===== src/rtl/i2s_pkg.sv =====
// i2s_pkg: definitions shared by the I2S receive path.
//   I2S_DATA_W : bits captured per channel.
//   frame_t    : one stereo frame, left word in the upper half.
//   rx_state_t : receiver framing states.
package i2s_pkg;

   localparam int I2S_DATA_W = 24;

   typedef struct packed {
      logic [I2S_DATA_W-1:0] left;
      logic [I2S_DATA_W-1:0] right;
   } frame_t;

   typedef enum logic [1:0] {
      SYNC  = 2'd0,
      LEFT  = 2'd1,
      RIGHT = 2'd2
   } rx_state_t;

endpackage


===== src/rtl/i2s_rx_fifo.sv =====
// i2s_rx_fifo: synchronous first-word-fall-through FIFO for received frames.
//   clk, rst     : clock and asynchronous active-high reset
//   push/wr_data : write request and data; dropped when full with no pop
//   pop          : remove head (ignored while empty)
//   clr_overrun  : clear the sticky drop flag
//   rd_data      : head entry, valid while !empty
//   empty, count : occupancy
//   overrun      : sticky, a push was dropped
module i2s_rx_fifo
   import i2s_pkg::*;
#(
   parameter int  DEPTH = 4,
   parameter type T     = frame_t
) (
   input  logic                   clk,
   input  logic                   rst,
   input  logic                   push,
   input  T                       wr_data,
   input  logic                   pop,
   input  logic                   clr_overrun,
   output T                       rd_data,
   output logic                   empty,
   output logic [$clog2(DEPTH):0] count,
   output logic                   overrun
);

   localparam int AW = $clog2(DEPTH);
   localparam logic [AW:0] PTR_ONE = {{AW{1'b0}}, 1'b1};

   T            mem_r [DEPTH];
   logic [AW:0] wr_ptr_r;
   logic [AW:0] rd_ptr_r;
   logic        full_s;
   logic        empty_s;
   logic        do_pop_s;
   logic        do_push_s;

   // Occupancy flags; a full FIFO still accepts a push when the head leaves in the same cycle.
   always_comb begin
      empty_s   = (wr_ptr_r == rd_ptr_r);
      full_s    = (wr_ptr_r[AW] != rd_ptr_r[AW]) &&
                  (wr_ptr_r[AW-1:0] == rd_ptr_r[AW-1:0]);
      do_pop_s  = pop && !empty_s;
      do_push_s = push && (!full_s || do_pop_s);
   end

   // Storage and wrap-around pointers (extra MSB distinguishes full from empty).
   always_ff @(posedge clk or posedge rst) begin
      if (rst) begin
         wr_ptr_r <= '0;
         rd_ptr_r <= '0;
         for (int i = 0; i < DEPTH; i++) begin
            mem_r[i] <= '0;
         end
      end else begin
         if (do_push_s) begin
            mem_r[wr_ptr_r[AW-1:0]] <= wr_data;
            wr_ptr_r                <= wr_ptr_r + PTR_ONE;
         end
         if (do_pop_s) begin
            rd_ptr_r <= rd_ptr_r + PTR_ONE;
         end
      end
   end

   // Sticky drop flag; a new drop wins over a simultaneous clear.
   always_ff @(posedge clk or posedge rst) begin
      if (rst) begin
         overrun <= 1'b0;
      end else if (push && !do_push_s) begin
         overrun <= 1'b1;
      end else if (clr_overrun) begin
         overrun <= 1'b0;
      end
   end

   assign rd_data = mem_r[rd_ptr_r[AW-1:0]];
   assign empty   = empty_s;
   assign count   = wr_ptr_r - rd_ptr_r;

endmodule


===== src/rtl/i2s_rx.sv =====
// i2s_rx: I2S receiver. Deserializes codec ADC data into left/right words in
// the CLK domain and buffers completed stereo frames.
//   CLK, RESET        : system clock (>= 8x SCLK), async active-high reset
//   SCLK, LRCLK, Din  : codec bit clock, word clock (0 = left), serial data
//   frame_valid       : one-cycle pulse per completed frame
//   left_data/right_data : last completed frame
//   rd_en, rd_data, empty, count : FWFT frame FIFO, rd_data = {left, right}
//   overrun, clr_overrun : sticky frame-drop flag and its clear
module i2s_rx
   import i2s_pkg::*;
#(
   parameter int DATA_W     = I2S_DATA_W,
   parameter int FIFO_DEPTH = 4
) (
   input  logic                        CLK,
   input  logic                        RESET,
   input  logic                        SCLK,
   input  logic                        LRCLK,
   input  logic                        Din,
   output logic                        frame_valid,
   output logic [DATA_W-1:0]           left_data,
   output logic [DATA_W-1:0]           right_data,
   input  logic                        rd_en,
   output logic [2*DATA_W-1:0]         rd_data,
   output logic                        empty,
   output logic [$clog2(FIFO_DEPTH):0] count,
   output logic                        overrun,
   input  logic                        clr_overrun
);

   localparam int                CNT_W   = $clog2(DATA_W + 1);
   localparam logic [CNT_W-1:0]  CNT_MAX = CNT_W'(DATA_W);
   localparam logic [CNT_W-1:0]  TOP_IDX = CNT_W'(DATA_W - 1);
   localparam logic [CNT_W-1:0]  CNT_ONE = {{(CNT_W-1){1'b0}}, 1'b1};

   logic [1:0]        sclk_sync_r;
   logic [1:0]        lrclk_sync_r;
   logic [1:0]        din_sync_r;
   logic              sclk_hist_r;
   logic              lr_prev_r;
   logic [CNT_W-1:0]  bit_cnt_r;
   logic [DATA_W-1:0] shift_r;
   logic [DATA_W-1:0] left_hold_r;
   rx_state_t         state_r;
   rx_state_t         state_next_s;
   logic              bit_event_s;
   logic              boundary_s;
   logic              lr_s;
   logic              din_s;
   logic [CNT_W-1:0]  idx_s;
   logic              latch_left_s;
   logic              commit_s;

   // Two-flop synchronizers on all codec pins plus SCLK history for edge detection.
   always_ff @(posedge CLK or posedge RESET) begin
      if (RESET) begin
         sclk_sync_r  <= 2'b00;
         lrclk_sync_r <= 2'b00;
         din_sync_r   <= 2'b00;
         sclk_hist_r  <= 1'b0;
      end else begin
         sclk_sync_r  <= {sclk_sync_r[0], SCLK};
         lrclk_sync_r <= {lrclk_sync_r[0], LRCLK};
         din_sync_r   <= {din_sync_r[0], Din};
         sclk_hist_r  <= sclk_sync_r[1];
      end
   end

   // Bit events and channel boundaries; LRCLK/Din come from the same stage as SCLK.
   always_comb begin
      bit_event_s = sclk_sync_r[1] & ~sclk_hist_r;
      lr_s        = lrclk_sync_r[1];
      din_s       = din_sync_r[1];
      boundary_s  = bit_event_s && (lr_s != lr_prev_r);
      idx_s       = TOP_IDX - bit_cnt_r;
   end

   // Channel shifter: bits land left-justified so short slots zero-fill the LSBs.
   // The boundary bit belongs to the previous word and is dropped.
   always_ff @(posedge CLK or posedge RESET) begin
      if (RESET) begin
         lr_prev_r <= 1'b0;
         bit_cnt_r <= '0;
         shift_r   <= '0;
      end else if (bit_event_s) begin
         lr_prev_r <= lr_s;
         if (boundary_s) begin
            bit_cnt_r <= '0;
            shift_r   <= '0;
         end else if (bit_cnt_r < CNT_MAX) begin
            shift_r   <= shift_r | ({{(DATA_W-1){1'b0}}, din_s} << idx_s);
            bit_cnt_r <= bit_cnt_r + CNT_ONE;
         end
      end
   end

   // Framing state register.
   always_ff @(posedge CLK or posedge RESET) begin
      if (RESET) begin
         state_r <= SYNC;
      end else begin
         state_r <= state_next_s;
      end
   end

   // Framing next-state: a frame starts only at a right-to-left boundary.
   always_comb begin
      state_next_s = state_r;
      latch_left_s = 1'b0;
      commit_s     = 1'b0;
      case (state_r)
         SYNC: begin
            if (boundary_s && !lr_s) begin
               state_next_s = LEFT;
            end else begin
               state_next_s = SYNC;
            end
         end
         LEFT: begin
            if (boundary_s && lr_s) begin
               latch_left_s = 1'b1;
               state_next_s = RIGHT;
            end else begin
               state_next_s = LEFT;
            end
         end
         RIGHT: begin
            if (boundary_s && !lr_s) begin
               commit_s     = 1'b1;
               state_next_s = LEFT;
            end else begin
               state_next_s = RIGHT;
            end
         end
         default: begin
            state_next_s = SYNC;
         end
      endcase
   end

   // Left word holding register and frame output registers.
   always_ff @(posedge CLK or posedge RESET) begin
      if (RESET) begin
         left_hold_r <= '0;
         left_data   <= '0;
         right_data  <= '0;
         frame_valid <= 1'b0;
      end else begin
         frame_valid <= commit_s;
         if (latch_left_s) begin
            left_hold_r <= shift_r;
         end
         if (commit_s) begin
            left_data  <= left_hold_r;
            right_data <= shift_r;
         end
      end
   end

   i2s_rx_fifo #(
      .DEPTH (FIFO_DEPTH),
      .T     (logic [2*DATA_W-1:0])
   ) u_fifo (
      .clk         (CLK),
      .rst         (RESET),
      .push        (commit_s),
      .wr_data     ({left_hold_r, shift_r}),
      .pop         (rd_en),
      .clr_overrun (clr_overrun),
      .rd_data     (rd_data),
      .empty       (empty),
      .count       (count),
      .overrun     (overrun)
   );

endmodule


===== config.mk =====
export PLATFORM = sky130hd
export DESIGN_NAME = i2s_rx
export DESIGN_NICKNAME = d
export VERILOG_FILES = /design/src/rtl/i2s_pkg.sv /design/src/rtl/i2s_rx_fifo.sv /design/src/rtl/i2s_rx.sv
export SDC_FILE = /design/constraint.sdc
export NUM_CORES = 1
export LEC_CHECK = 0
export ABC_AREA = 1
export CORE_ASPECT_RATIO = 0.5
export CORE_MARGIN = 4
export CORE_UTILIZATION = 45
export CTS_CLUSTER_DIAMETER = 100
export CTS_CLUSTER_SIZE = 16
export DETAILED_ROUTE_END_ITERATION = 12
export GPL_TIMING_DRIVEN = 0
export PLACE_DENSITY = 0.73
export SLEW_MARGIN = 20
export SYNTH_ARGS = -nofsm -noshare
export SYNTH_HDL_FRONTEND = slang
export SYNTH_SLANG_ARGS = --single-unit

===== constraint.sdc =====
create_clock -name CLK -period 14.28 [get_ports CLK]
set_input_delay 2.142 -clock CLK [delete_from_list [all_inputs] [get_ports CLK]]
set_output_delay 2.142 -clock CLK [all_outputs]
set_load 0.1 [all_outputs]

# Word-level counts from Yosys, hierarchy flattened

Index checks and enable logic that the tools add are counted.

Register bits: 311
Latch bits: 0
RAM bits: 0
Bits in read-only memories: 0
Memories kept: 0

Add/subtract/negate cells: 5
Multipliers: 0
Div/mod/pow operators: 0
Magnitude comparators: 4
Equality and inequality tests: 6
Shifts and indexed selects: 1
Multiplexer cells: 20
Bitwise gates (word level): 5
Reductions and logical operators: 17

Operator list:

| operator            | count |
|---|---|
| $bwmux 192          | 1 |
| $mux 48             | 3 |
| $bmux 48 s2         | 1 |
| $demux 48 s2        | 1 |
| $mux 24             | 2 |
| $or 24x24->24       | 1 |
| $shl 1x5->24        | 1 |
| $mux 5              | 2 |
| $logic_and 1x1->1   | 8 |
| $mux 1              | 7 |
| $add 3x1->3 const B | 2 |
| $ge 3x3->1 const B  | 2 |
| $not 2->3           | 2 |
| $pmux 2 s3          | 1 |
| $add 5x1->5 const B | 1 |
| $lt 5x5->1 const B  | 1 |
| $sub 5x5->5 const A | 1 |
| $logic_not 1->1     | 4 |
| $mux 2              | 2 |
| $reduce_bool 2->1   | 2 |
| $eq 3x3->1          | 1 |
| $lt 3x1->1 const B  | 1 |
| $sub 3x3->3         | 1 |
| $eq 2x1->1 const B  | 1 |
| 8 further kinds     | 9 |

# Depth between registers and ports, before layout

Gate-level depths: netlist (run 1).

Word-level depth: 10
Gate-level depth with buffers: 13
Gate-level depth less buffers: 8

# Modules after synthesis

From an unflattened synthesis (run 1), not the netlist that was laid out.

Cell total of the unflattened synthesis: 1683
Area, all modules: 14219.9 µm²

By module, submodules not included:

| module      | times used | cells an instance | area each (µm²) | seq. area each (µm²) |
|---|---|---|---|---|
| i2s_rx_fifo | 1          | 1185              | 9728.1          | 4979.8 |
| i2s_rx      | 1          | 498               | 4491.8          | 2802.7 |

# Least setup slack after synthesis (run 1)

OpenSTA, ideal clock, no wires.

Path kind: reg-to-output
Start: register u_fifo.rd_ptr_r[0]
End: output port rd_data[10]
Arrival: 2.598 ns
Setup slack: 9.540 ns
Stages on the path, launching flop included: 7
Cells stage by stage: dfrtp_1 clkbuf_1 clkinv_1 buf_2 clkbuf_1 nor2_1 o22ai_1

Cells in the longest elaborated chain, start to end: 4

RTL lines:

| item                                        | line              | RTL |
|---|---|---|
| from (decl)                                 | i2s_rx_fifo.sv:32 | `logic [AW:0] rd_ptr_r;` |
| from (signal assigned)                      | i2s_rx_fifo.sv:61 | `rd_ptr_r <= rd_ptr_r + PTR_ONE;` |
| $not 2->3 (implied by the code)             | i2s_rx_fifo.sv:77 | `assign rd_data = mem_r[rd_ptr_r[AW-1:0]];` |
| $bmux 48 s2                                 | i2s_rx_fifo.sv:77 |  |
| $mux 48 (implied by the code) (2 in series) | i2s_rx_fifo.sv:77 |  |
| to (decl)                                   | i2s_rx.sv:24      | `output logic [2*DATA_W-1:0] rd_data,` |

No other way between the ends. The select of a mux whose other input is x is not followed.

# Final worst setup path (run 1)

Start: register u_fifo.rd_ptr_r[0]
End: output port rd_data[20]

Same word-level chain as after synthesis.

==> results of run 1 <==
-- metal layers --
layer  track usage  part of all wire
met1         0.375              0.42
met2         0.392              0.43
met3        0.0760              0.12
met4        0.0723             0.032
met5             0           0.00028
-- registers in the layout, summed over array words and instances, names as in the netlist --
register         cells
sclk_sync_r          2
u_fifo.overrun       1
state_r              2
frame_valid          1
left_hold_r         24
shift_r             24
lrclk_sync_r         2
u_fifo.mem_r       192
lr_prev_r            1
din_sync_r           2
left_data           24
u_fifo.wr_ptr_r      3
right_data          24
sclk_hist_r          1
bit_cnt_r            5
u_fifo.rd_ptr_r      3
-- logic make-up (layout without fill, tap and decap cells) --
kind of cell	after synthesis	in the layout	share of synthesized area
AOI/OAI and AO/OA	225	225	0.0856
and+or+nand+nor	899	899	0.282
adders and majority gates	10	10	0.00954
buffers and inverters	188	323	0.0605
DFF	311	311	0.560
xor gates and xnor gates	3	3	0.00189
-- worst min path at each step --
stage                     depth (start not counted)  slack [ns]            start         endpoint
after global routing                              0        0.36   sclk_sync_r[0]   sclk_sync_r[1]
after global placement                            0        0.33  lrclk_sync_r[0]  lrclk_sync_r[1]
after CTS                                         0        0.35   sclk_sync_r[0]   sclk_sync_r[1]
final                                             0        0.35   sclk_sync_r[0]   sclk_sync_r[1]
after detailed placement                          0        0.33   sclk_sync_r[0]   sclk_sync_r[1]
after floorplan                                   0        0.33    din_sync_r[0]    din_sync_r[1]
-- power groups by stage --
stage	clock [mW]	combinational, mW	sequential [mW]
after floorplan	0	1.13	0.940
after global placement	0	1.54	0.944
after detailed placement	0	1.54	0.943
after CTS	0.600	1.55	0.926
after global routing	0.632	1.62	0.929
final	0.597	1.56	0.927
-- per-stage QoR --
step	instance area, sq um	std cells	setup TNS, ns
2_1_floorplan	13900	1636	0
3_3_place_gp	15500	2143	-129.36
3_5_place_dp	15600	2146	0
4_1_cts	16200	2170	0
5_1_grt	16200	2170	0
6_report	16200	2170	0
-- final cells by class --
cell class	instances	share of cell area
Multi-Input combinational cell	1137	0.326
Inverter	54	0.0130
Sequential cell	311	0.482
Buffer	134	0.0395
Clock inverter	1	0.000697
Timing Repair Buffer	111	0.0720
Clock buffer	23	0.0356
Tap cell	399	0.0309
-- cell usage in the layout, fill, tap and decap left out --
cell	instances
inv_2	2
nand3_2	3
dfrtp_1	311
buf_2	45
ha_1	9
o21ai_0	142
nand4_1	197
buf_16	3
nor3_1	6
inv_1	50
inv_8	2
clkdlybuf4s50_1	108
nand2_1	557
clkinv_1	1
o21ai_1	7
buf_1	4
o22ai_1	49
nor2_1	118
nand3_1	16
nor2_4	1
clkbuf_1	69
nand2_2	1
buf_6	5
xnor2_1	1
buf_4	11
a21oi_1	26
xor2_1	2
o21bai_1	1
clkbuf_16	23
fa_1	1
-- critical path, stage by stage (launching register included) --
cell,delay (ns)
dfrtp_1,0.39
clkbuf_1,0.50
buf_2,0.44
clkbuf_1,0.62
nor2_1,0.08
o22ai_1,0.30
clkdlybuf4s50_1,1.20
==> key figures, run 1 <==
CTS
  • TritonCTS clock tree: done
  • Root buffer cell: clkbuf_16
  • CTS sink cnt: 311
  • Clock buffer depth: 3
  • Total CTS buffers: 23
  • CTS Hold Bufs: 0
  • Post-CTS Setup Repair Bufs: 0
  • Cts repair resizes: 0
  • Clk_lat worst skew: 0.55 ns
  • Clock slew at reported path FFs: 0.07 ns
  • CTS H-tree depth: 1

Finish
  • Antenna cells: 0
  • Register area: 7780 sq um
  • Nets: 1789
  • Fill cells: 2796
  • Area of the multi-input gates: 5270 sq um
  • Share of cells above drive strength 1: 0.0542
  • Layout area overhead: 16.2%
  • Final core occ: 0.532

Synthesis
  • Top FF cell, synth: dfrtp_1
  • Yosys warns: 0
  • Dominant cell type by area after synthesis: dfrtp_1
  • Post-Syn Instances: 1636
  • Dominant cells by area after synthesis: dfrtp_1 56%, nand2_1 15%, nand4_1 8.9%
  • Syn Nets: 1653
  • Count leader, synth: nand2_1
  • Synth top area share: 0.560
  • Commonest cells in the netlist: 557 x nand2_1, 311 x dfrtp_1, 197 x nand4_1
  • Register bit total from synthesis: 311
  • Asr flop ratio synth: 1.00
  • Library cells used by synthesis: 26
  • Post-synth EDFFs: 0
  • Sequential share of the synthesized area: 0.560
  • Synth Area per Inst: 8.49 sq um
  • Synthesized area: 13900 sq um

Worst setup path
  • Crit path capture: rd_data[20]
  • Length in cells of the worst reg-to-reg path: 12
  • WS Path Type: register to primary output
  • Worst-path fanout max: 10
  • R2R Path End: u_fifo.mem_r[173]
  • Setup crit start: u_fifo.rd_ptr_r[0]
  • R2R Setup Slk: 10.97 ns
  • R2R Path Start: u_fifo.rd_ptr_r[1]
  • Crit path launch type: register
  • CP Capture Type: primary output
  • CP required: 12.14 ns
  • Worst path arrival time: 4.06 ns

Pwr
  • Clock power share: 0.194
  • Power per cell area: 191 nW/um^2
  • Final Total Pwr: 3.08 mW
  • Pint: 1.50 mW
  • Leakage: 8.05 nW
  • Sw Share: 0.514
  • VDD IR max: 0.119 mV
  • Reg power frac: 0.301
  • P_sw: 1.58 mW
  • Comb power frac: 0.506

Min path
  • Worst hold path type: register to register

Place
  • Input/output buffers: 108
  • Pre-CTS setup slack: 8.75 ns
  • Final RePlAce weighted congestion: 0.965
  • Hpwl dp: 32100 microns

STA
  • Final setup fails: 0
  • Worst slew pin tran: 1.01 ns
  • Max-slew violation count: 0
  • Max Clock Freq: 0.161 GHz
  • Hold WS: 0.347 ns
  • Worst clock skew: 0.0197 ns
  • Tcrit/Tclk final: 0.435
  • Unrepaired setup endpoints after global routing: false
  • Final hold vios: 0
  • Final worst setup slack: 8.07 ns
  • Rel. slew slack: 0.323
  • Tmin final: 6.21 ns

Die
  • Die width: 257 microns
  • Die ar.: 33900 sq um
  • Core area: 30300 sq um
  • Row Count: 45
  • Die H: 132 microns
  • Top Ports: 109
  • Starting Density: 0.458

GRT
  • Largest net degree at the start of global routing: 92
  • Total track usage: 0.262
  • Vias in the first global route: 11.9k
  • Total global routing overflow: 0
  • Initial antenna violation count: 2
  • First-pass GRT wire length: 70400 microns

Routing
  • Remaining DRCs: 0
  • Via/cell ratio: 5.91
  • DR vias: 12.8k
  • Routed Antenna Nets: 0
  • Drt total wl: 45600 microns
  • 1st-pass router iterations: 5
  • WL per Instance: 21.0 microns
  • 1st-iter DRT viols: 1678

Run status
  • Status: complete, no violations

Run
  • Maximum capacitance violations: 0
Power figures use the tool's default switching activity.
==> run 2, diff against run 1 <==
==> constraint.sdc (replaced) <==
create_clock -name CLK -period 5.9 [get_ports CLK]
set_input_delay 0.885 -clock CLK [delete_from_list [all_inputs] [get_ports CLK]]
set_output_delay 0.885 -clock CLK [all_outputs]
set_load 0.1 [all_outputs]
==> run 2 against run 1 <==
  * First-iteration DRC count up 1.1%
  * Total power up 140%
  * Register-to-register slack worse by 8.4 ns
  * Critical path depth up 1
  * Sequential share of layout area down 0.45 points
  * Final cell count up 0.41%
  * Hold slack better by 0.0046 ns
  * Sequential power up 140%
  * Via count down 0.17%
  * Cell area up 0.94%
  * Clock skew down 0.0059 ns
  * Global-route usage down 0.11 points
  * Critical path type unchanged
  * Largest power group unchanged
  * Highest routed layer is now met4
==> key figures, run 2 (same netlist as run 1, synthesis figures left out) <==
CTS
  • TritonCTS clock tree: done
  • Clock buffer depth: 3 (unchanged)
  • Cts repair resizes: 0 (unchanged)
  • Total CTS buffers: 23 (unchanged)
  • CTS sink cnt: 311 (unchanged)
  • CTS H-tree depth: 1 (unchanged)
  • Clk_lat worst skew: 0.53 ns (-0.02 ns)
  • Root buffer cell: clkbuf_16
  • Clock slew at reported path FFs: 0.07 ns (about the same)
  • CTS Hold Bufs: 0 (unchanged)
  • Post-CTS Setup Repair Bufs: 0 (unchanged)

STA
  • Rel. slew slack: 0.321 (-0.00264)
  • Unrepaired setup endpoints after global routing: false
  • Tmin final: 4.92 ns
  • Worst clock skew: 0.0139 ns (-0.00588 ns)
  • Final hold vios: 0 (unchanged)
  • Max Clock Freq: 0.203 GHz
  • Final setup fails: 0 (unchanged)
  • Worst slew pin tran: 1.02 ns (+0.00395 ns)
  • Max-slew violation count: 0 (unchanged)
  • Tcrit/Tclk final: 0.834

Finish
  • Finished Cell Area: 16300 sq um (+0.94%)
  • Reg with most FFs: u_fifo.mem_r
  • Layout area overhead: 17.3%
  • Fill cells: 2769 (-0.97%)
  • Commonest non-fill, non-tap cell in the layout: nand2_1
  • Final core occ: 0.537 (+0.00499)
  • Number of flip-flops in the largest register: 192 (unchanged)
  • Most frequent cells in the layout: 557 x nand2_1, 311 x dfrtp_1, 197 x nand4_1
  • Nets: 1797 (+0.45%)
  • Share of cells above drive strength 1: 0.0585 (+0.00425)

Worst setup path
  • Max incr delay on CP: 1.20 ns (about the same)
  • Most used cell, CP: clkbuf_1
  • Worst-path cell chain: clkbuf_1 -> clkinv_1 -> buf_2 -> clkbuf_1 -> nor2_1 -> o22ai_1 -> clkdlybuf4s50_1
  • WP buf/inv: 5 (+1)
  • Highest-delay cell along the critical path: clkdlybuf4s50_1
  • CP Capture Type: primary output
  • Top Family by Delay on Critical Path: buffers and inverters
  • CP required: 5.02 ns (-7.12 ns)
  • Worst path arrival time: 4.04 ns (-0.02 ns)
  • WS Path Type: register to primary output
  • Crit path launch type: register
  • Worst-path fanout max: 10 (unchanged)

Place
  • Cell Area, Placed: 15700 sq um (+0.96%)
  • Final RePlAce weighted congestion: 0.950 (-1.6%)
  • Hpwl dp: 32500 microns (+1.5%)
  • Input/output buffers: 108 (unchanged)

Run status
  • Status: complete, no violations

GRT
  • Total global routing overflow: 0 (unchanged)
  • Vias in the first global route: 11.9k (+0.52%)
  • Total track usage: 0.261 (-0.00114)
  • First-pass GRT wire length: 69800 microns (-0.91%)
  • Initial antenna violation count: 0 (-2)
  • Largest net degree at the start of global routing: 34 (-63%)

Min path
  • Worst hold path type: register to register

Routing
  • 1st-iter DRT viols: 1697 (+1.1%)
  • Drt total wl: 45300 microns (-0.76%)
  • Remaining DRCs: 0 (unchanged)
  • DR vias: 12.8k (-0.17%)
  • Routed Antenna Nets: 0 (unchanged)
  • WL per Instance: 20.8 microns (-1.2%)
  • 1st-pass router iterations: 5 (unchanged)
  • Via/cell ratio: 5.87 (-0.58%)

Run
  • Maximum capacitance violations: 0 (unchanged)

Pwr
  • VDD IR max: 0.290 mV (+140%)
  • Leakage: 8.11 nW (+0.82%)
  • Final Total Pwr: 7.46 mW (+140%)
  • Power per cell area: 458 nW/um^2 (+140%)

Die
  • Starting Density: 0.458 (unchanged)
  • Row Count: 45 (unchanged)
  • Die H: 132 microns (unchanged)
  • Core area: 30300 sq um (unchanged)
  • Die width: 257 microns (unchanged)
  • Top Ports: 109 (unchanged)
  • Die ar.: 33900 sq um (unchanged)
==> run 2: cell types whose count changed in the layout (fill, tap and decap cells not counted) <==
cell        delta
clkinvlp_4     +1
buf_12         +9
diode_2        +1
inv_8          -1
buf_16         -1
==> run 2: layer usage <==
layer | routed length, microns | track usage
met4 | 1780 | 0.0947
met5 | 0 | 0
met2 | 19600 | 0.384
met3 | 4810 | 0.0576
met1 | 19100 | 0.381
==> run 2: final timing paths <==
| check | slack (ns) | cells after the start | from | endpoint |
|---|---|---|---|---|
| hold / removal | 0.35 | 0 | lrclk_sync_r[0] | lrclk_sync_r[1] |
| setup / recovery | 0.98 | 7 | u_fifo.rd_ptr_r[0] | rd_data[18] |
| max in group asynchronous | 3.96 | 6 | RESET | u_fifo.mem_r[22] |
| min in group asynchronous | 0.75 | 2 | RESET | u_fifo.mem_r[44] |
| setup reg to reg | 2.56 | 10 | u_fifo.rd_ptr_r[1] | u_fifo.overrun |
| hold reg to reg | 0.35 | 0 | lrclk_sync_r[0] | lrclk_sync_r[1] |
==> run 2: final cells by class <==
type / count / area, sq um / share of cell area
clock inverter: 1 / 11.3 / 0.000691
tap: 399 / 499 / 0.0306
clock buffer: 23 / 576 / 0.0353
buffer: 134 / 638 / 0.0391
timing repair buffer: 119 / 1320 / 0.0807
sequential: 311 / 7780 / 0.477
multi-input combinational: 1137 / 5270 / 0.323
antenna: 1 / 2.50 / 0.000153
inverter: 54 / 206 / 0.0127
==> run 2: stage by stage <==
stage	std cells	setup slack (ns)	hold slack, ns	TNS, ns
2_1_floorplan	1636	0.874	0.331	0
3_3_place_gp	2143	-1.39	0.332	-421.97
3_5_place_dp	2154	1.59	0.337	0
4_1_cts	2178	0.999	0.353	0
5_1_grt	2178	0.864	0.356	0
6_report	2179	0.978	0.352	0
==> run 2: power breakdown <==
part | internal [mW] | switching (mW)
Combinational | 0.769 | 3.00
Clock | 0.695 | 0.746
Sequential | 2.17 | 0.0725
Total | 3.64 | 3.82
==> run 2: worst register-to-register path: stages (launching register included) <==
cell and delay, ns:
dfrtp_1 0.53, inv_1 0.30, clkbuf_1 0.39, clkbuf_1 0.44
ha_1 0.35, nand2_1 0.10, nor2_1 0.05, nand2_2 0.13
buf_6 0.18, clkbuf_1 0.53, o22ai_1 0.18
